===== config.mk =====
export PLATFORM = sky130hd
export DESIGN_NAME = dm_arbiter
export DESIGN_NICKNAME = d
export VERILOG_FILES = /design/src/rtl/dm_arb_pkg.sv /design/src/rtl/dm_rr_pick.sv /design/src/rtl/dm_arbiter.sv
export SDC_FILE = /design/constraint.sdc
export NUM_CORES = 1
export LEC_CHECK = 0
export BUFFER_PORTS_ARGS = -buffer_cell sky130_fd_sc_hd__buf_2
export CAP_MARGIN = 20
export CORE_MARGIN = 2
export CORE_UTILIZATION = 30
export DETAILED_ROUTE_END_ITERATION = 10
export PLACE_DENSITY = 0.6
export SYNTH_ARGS = -nofsm -noshare
export SYNTH_HDL_FRONTEND = slang
export SYNTH_HIERARCHICAL = 1
export SYNTH_SLANG_ARGS = --single-unit
export TNS_END_PERCENT = 50

===== constraint.sdc =====
create_clock -name clk -period 2 [get_ports clk]
set_input_delay 0.1 -clock clk [delete_from_list [all_inputs] [get_ports clk]]
set_output_delay 0.1 -clock clk [all_outputs]
set_load 0.005 [all_outputs]

===== src/rtl/dm_arb_pkg.sv =====
// Shared types and constants for the two-port data-memory arbiter.
// Holds the arbiter state encoding, the memory write-enable codes and the access-size codes.
package dm_arb_pkg;

    typedef enum logic {
        IDLE  = 1'b0,
        LOCK1 = 1'b1
    } state_t;

    localparam logic [1:0] WEN_WRITE = 2'b01;
    localparam logic [1:0] WEN_IDLE  = 2'b00;

    localparam logic [1:0] BEXT_LBU = 2'b00;
    localparam logic [1:0] BEXT_LB  = 2'b01;
    localparam logic [1:0] BEXT_SB  = 2'b10;
    localparam logic [1:0] BEXT_W   = 2'b11;

endpackage


===== src/rtl/dm_rr_pick.sv =====
// Two-input round-robin picker: returns a one-hot grant, and breaks ties against the last winner.
// Purely combinational with zero latency; it holds no state and applies no backpressure of its own.
module dm_rr_pick (
    input  logic [1:0] req,
    input  logic       last,
    output logic [1:0] gnt
);

    always_comb begin
        gnt = 2'b00;
        if (req == 2'b11) begin
            gnt = last ? 2'b01 : 2'b10;
        end else begin
            gnt = req;
        end
    end

endmodule


===== src/rtl/dm_arbiter.sv =====
// Two-port data-memory arbiter: round-robin between ports, with an optional port-1 lock that a waiting port 0 can break.
// Grants are combinational, read data returns 1 cycle after the grant, and a port without a grant simply holds its req.
module dm_arbiter #(
    parameter int MAX_WAIT = 8
) (
    input  logic        clk,
    input  logic        rst,
    input  logic        p0_req,
    input  logic        p1_req,
    input  logic [11:0] p0_addr,
    input  logic [11:0] p1_addr,
    input  logic [31:0] p0_din,
    input  logic [31:0] p1_din,
    input  logic [1:0]  p0_byteExt,
    input  logic [1:0]  p1_byteExt,
    input  logic        p0_we,
    input  logic        p1_we,
    input  logic        p1_lock,
    output logic        p0_gnt,
    output logic        p1_gnt,
    output logic [31:0] p0_rdata,
    output logic [31:0] p1_rdata,
    output logic        p0_rvalid,
    output logic        p1_rvalid,
    output logic [11:0] mem_addr,
    output logic [31:0] mem_din,
    output logic [1:0]  mem_byteExt,
    output logic [1:0]  mem_wEn,
    input  logic [31:0] mem_dout,
    output logic        lock_broken
);
    import dm_arb_pkg::*;

    localparam logic [7:0] MAX_WAIT_C = 8'(MAX_WAIT);

    state_t     state_q, state_d;
    logic       last_q;
    logic [7:0] wait_q;
    logic [1:0] rr_gnt;
    logic       force_break;
    logic       p0_rv_q, p1_rv_q;

    dm_rr_pick u_pick (
        .req  ({p1_req, p0_req}),
        .last (last_q),
        .gnt  (rr_gnt)
    );

    assign force_break = (state_q == LOCK1) && (wait_q == MAX_WAIT_C);
    assign lock_broken = force_break && !rst;

    // Gating by rst drops a read response that is already in flight when reset arrives.
    assign p0_rvalid = p0_rv_q && !rst;
    assign p1_rvalid = p1_rv_q && !rst;

    always_comb begin
        p0_gnt = 1'b0;
        p1_gnt = 1'b0;
        if (!rst) begin
            if (state_q == IDLE) begin
                p0_gnt = rr_gnt[0];
                p1_gnt = rr_gnt[1];
            end else begin
                p1_gnt = p1_req;
            end
        end
    end

    always_comb begin
        mem_addr    = '0;
        mem_din     = '0;
        mem_byteExt = 2'b00;
        mem_wEn     = WEN_IDLE;
        if (p0_gnt) begin
            mem_addr    = p0_addr;
            mem_din     = p0_din;
            mem_byteExt = p0_byteExt;
            mem_wEn     = p0_we ? WEN_WRITE : WEN_IDLE;
        end else if (p1_gnt) begin
            mem_addr    = p1_addr;
            mem_din     = p1_din;
            mem_byteExt = p1_byteExt;
            mem_wEn     = p1_we ? WEN_WRITE : WEN_IDLE;
        end
    end

    // A forced release wins over port 1 trying to extend its lock in the same cycle.
    always_comb begin
        state_d = state_q;
        case (state_q)
            IDLE: begin
                if (p1_gnt && p1_lock) state_d = LOCK1;
            end
            LOCK1: begin
                if (force_break)                state_d = IDLE;
                else if (p1_gnt && !p1_lock)    state_d = IDLE;
                else if (!p1_req && !p1_lock)   state_d = IDLE;
            end
            default: state_d = IDLE;
        endcase
    end

    always_ff @(posedge clk) begin
        if (rst) begin
            state_q  <= IDLE;
            last_q   <= 1'b1;
            wait_q   <= 8'd0;
            p0_rv_q  <= 1'b0;
            p1_rv_q  <= 1'b0;
            p0_rdata <= 32'd0;
            p1_rdata <= 32'd0;
        end else begin
            state_q <= state_d;
            if (force_break || p1_gnt) last_q <= 1'b1;
            else if (p0_gnt)           last_q <= 1'b0;
            if (state_q == LOCK1 && p0_req && !force_break) wait_q <= wait_q + 8'd1;
            else                                            wait_q <= 8'd0;
            p0_rv_q <= p0_gnt && !p0_we;
            p1_rv_q <= p1_gnt && !p1_we;
            if (p0_gnt && !p0_we) p0_rdata <= mem_dout;
            if (p1_gnt && !p1_we) p1_rdata <= mem_dout;
        end
    end

endmodule


==> summary.txt <==
Synth
  – Ys flop type: dfxtp_1
  – Sequential area share after synthesis: 0.447
  – Post-synth EDFFs: 0
  – Syn_nets: 543
  – Syn Area/Cell: 8.30 um^2
  – Post-synth cell types: 36
  – Share of flip-flops with an asynchronous set or reset: 0
  – Synth Instances: 410
  – Number of synthesized register bits: 76
  – Area contributors post-synth: dfxtp_1 (45%), a22o_1 (12%), nand2_1 (11%), o211ai_1 (7.1%), nand3_1 (5.4%)
  – Yosys top cell area share: 0.447
  – Yosys warning count: 6
  – Syn Std Cell Area: 3400 um^2
  – Post-synth top area cell: dfxtp_1

Job
  – Max Cap Viol: 0

STA
  – Rel. slew slack: 0.527
  – Slew @ Worst Pin: 0.709 ns
  – Finish-stage setup viols: 23
  – Skew final: 0.00895 ns
  – Max-slew violations: 0
  – RSZ-0062 raised after global routing: true
  – Final setup TNS: -0.338 ns
  – Part of the cycle the worst path needs: 1.01
  – Final count of hold timing violations: 0
  – Post-layout minimum cycle time: 2.03 ns
  – Min setup slack post-route: -0.0263 ns
  – Fmax: 494 MHz

Clock tree
  – Max clock buf depth: 2
  – CTS buffer count: 9
  – Clock latency on the worst-skew pair: 0.33 ns
  – Root Driver: clkbuf_16
  – Clock tree sinks: 76
  – CTS clk-pin slew, worst paths: 0.06 ns
  – CTS tree: yes
  – H-Tree Level Count: 3

Hold path
  – Worst hold path startpoint: p1_lock
  – Tightest Hold Check Type: input port to register

Finish
  – Area Overhead vs Synth: 62.1%
  – Layout cells sized above 1: 0.427
  – Nets: 810
  – Final Util: 0.504

Routing
  – Iteration-0 DRC count of the detailed router: 306
  – DRC violations left: 0
  – Total Wirelength: 13.4 mm
  – Via-to-Cell Ratio: 4.92
  – Drt first pass iters: 4
  – ANT nets after route: 0
  – Routed len/inst: 16.2 um
  – Via count: 4,063

GRT
  – Antenna violations before repair: 5
  – First-pass GRT wire length: 20.7 mm
  – Largest net degree at the start of global routing: 66
  – Vias in the first global route: 3,967
  – Total GRT Usage: 0.211
  – Total congestion overflow: 0

Status
  – Failing checks: negative setup slack
  – Outcome: finished, violations left

Setup path
  – Crit path from: last_q
  – Critical Path Fanout Max: 15
  – Critical path arrival: 1.93 ns
  – Worst Setup End Kind: output port
  – Kind of critical path: register to output port
  – Worst setup SP type: register
  – Critical Path RT: 1.90 ns
  – Reg2Reg Launch Point: last_q

Power
  – Comb power frac: 0.176
  – LEAKAGE: 2.78 nW
  – Net Switching: 0.991 mW
  – Clock power share: 0.415
  – Worst VDD drop: 0.535 mV
  – Seq pwr share: 0.409
  – PD cells: 719 nW/um^2
  – Internal power: 2.98 mW
  – Net Sw Frac: 0.250

Placement
  – # port buffers: 246
  – Detail Placement HPWL: 9.47 mm
  – Routability cong.: 0.973

Die
  – Initial Util: 0.311
  – # rows: 38
  – DIE AREA: 12,200 um^2
  – Die H: 111 um
  – Core Region: 10,900 um^2
  – Die width: 111 um
  – IO Pins: 248
-- worst paths after layout --
| check | to | depth (start not counted) | slack (ns) |
|---|---|---|---|
| hold reg to reg | p0_rdata[5] | 2 | 0.45 |
| setup / recovery | mem_din[21] | 7 | -0.03 |
| setup reg to reg | last_q | 6 | 0.26 |
| hold / removal | state_q | 2 | 0.02 |
-- placed cells by master (no fill, tap or decap), types with 3 or more instances in the layout --
cell type / instances
buf_2: 246
nand2_1: 99
dfxtp_1: 74
a22o_1: 47
nand3_1: 37
o21ai_0: 35
o211ai_1: 32
dlygate4sd3_1: 32
clkbuf_16: 10
buf_4: 9
nor2_1: 6
buf_12: 5
diode_2: 4
inv_1: 4
or3_1: 3
a21oi_1: 3
buf_6: 3
-- metal layers --
| layer | global-route usage | wire (um) | vias to the layer above |
|---|---|---|---|
| met2 | 0.385 | 7110 | 164 |
| met5 | 0 | 13 | - |
| met3 | 0.0631 | 995 | 23 |
| met4 | 0.104 | 411 | 2 |
| met1 | 0.219 | 4890 | 1879 |
| li1 | - | - | 1995 |
-- synth_stat cells, types with 2 or more instances --
master and count:
nor2b_1 2, inv_1 5, a22o_1 47, clkbuf_1 19
dfxtp_1 76, o21ai_0 35, nand2_1 99, or3_1 3
ha_1 2, nor2_1 8, a21oi_1 3, o211ai_1 32
buf_4 2, nor3_1 2, nand3_1 37, buf_6 4
xor2_1 2, buf_2 14
-- critical path, stage by stage, from the launching register on --
cell and delay (ns):
dfxtp_2 0.33, a21boi_2 0.14, or3b_4 0.40, a21oi_4 0.18
buf_6 0.14, clkbuf_16 0.16, a22o_1 0.13, buf_2 0.11
-- final cells by class --
class / instances / area [um^2]
Sequential cell: 76 / 1520
Antenna cell: 4 / 10.0
Clock inverter: 4 / 47.5
Inverter: 5 / 18.8
Multi-Input combinational cell: 289 / 1710
Fill cell: 1055 / 5420
Tap cell: 140 / 175
Clock buffer: 12 / 256
Timing Repair Buffer: 296 / 1780
-- power by group through the flow --
stage | logic (mW) | clock network [mW] | registers, mW
after floorplan | 0.267 | 0 | 1.66
after global routing | 0.765 | 1.74 | 1.63
after detailed placement | 0.628 | 0 | 1.65
final | 0.698 | 1.64 | 1.62
after global placement | 0.623 | 0 | 1.65
after CTS | 0.683 | 1.66 | 1.62
-- state kept, by name (all words and copies together), names as in the netlist --
register	count
p0_rdata	32
last_q	1
p1_rv_q	1
state_q	1
wait_q	8
p1_rdata	32
p0_rv_q	1
-- cells by family (layout without fill, tap and decap cells) --
logic type	count (synthesis)	count (layout)	share of synthesized area
AOI/OAI and AO/OA	123	123	0.262
xor gates and xnor gates	3	3	0.00772
adders and majority gates	2	2	0.00735
buffers and inverters	45	317	0.0658
DFF	76	76	0.447
muxes	2	2	0.00625
other	1	5	0.00110
and+or+nand+nor	158	158	0.203
-- metrics by stage --
step / instance area, um^2 / power (mW) / cells / worst slack (ns) / hold slack (ns)
after floorplan: 3400 / 1.93 / 410 / 0.305 / 0.209
after CTS: 5430 / 3.97 / 816 / -0.0515 / 0.0170
final: 5520 / 3.97 / 826 / -0.0263 / 0.0158
after global placement: 4780 / 2.27 / 766 / 0.290 / 0.312
after detailed placement: 4780 / 2.28 / 766 / 0.198 / 0.318
after global routing: 5520 / 4.14 / 826 / -0.0903 / 0.0232
-- repair_timing --
item,in CTS,in global routing
cloned,1,1
setup buffers,1,5
endpoints found under the hold margin,56,0
pin swaps,16,9
hold buffers,32,0
resized for setup,5,6
endpoints found under the setup margin,45,47
(Power assumes the default switching activity.)
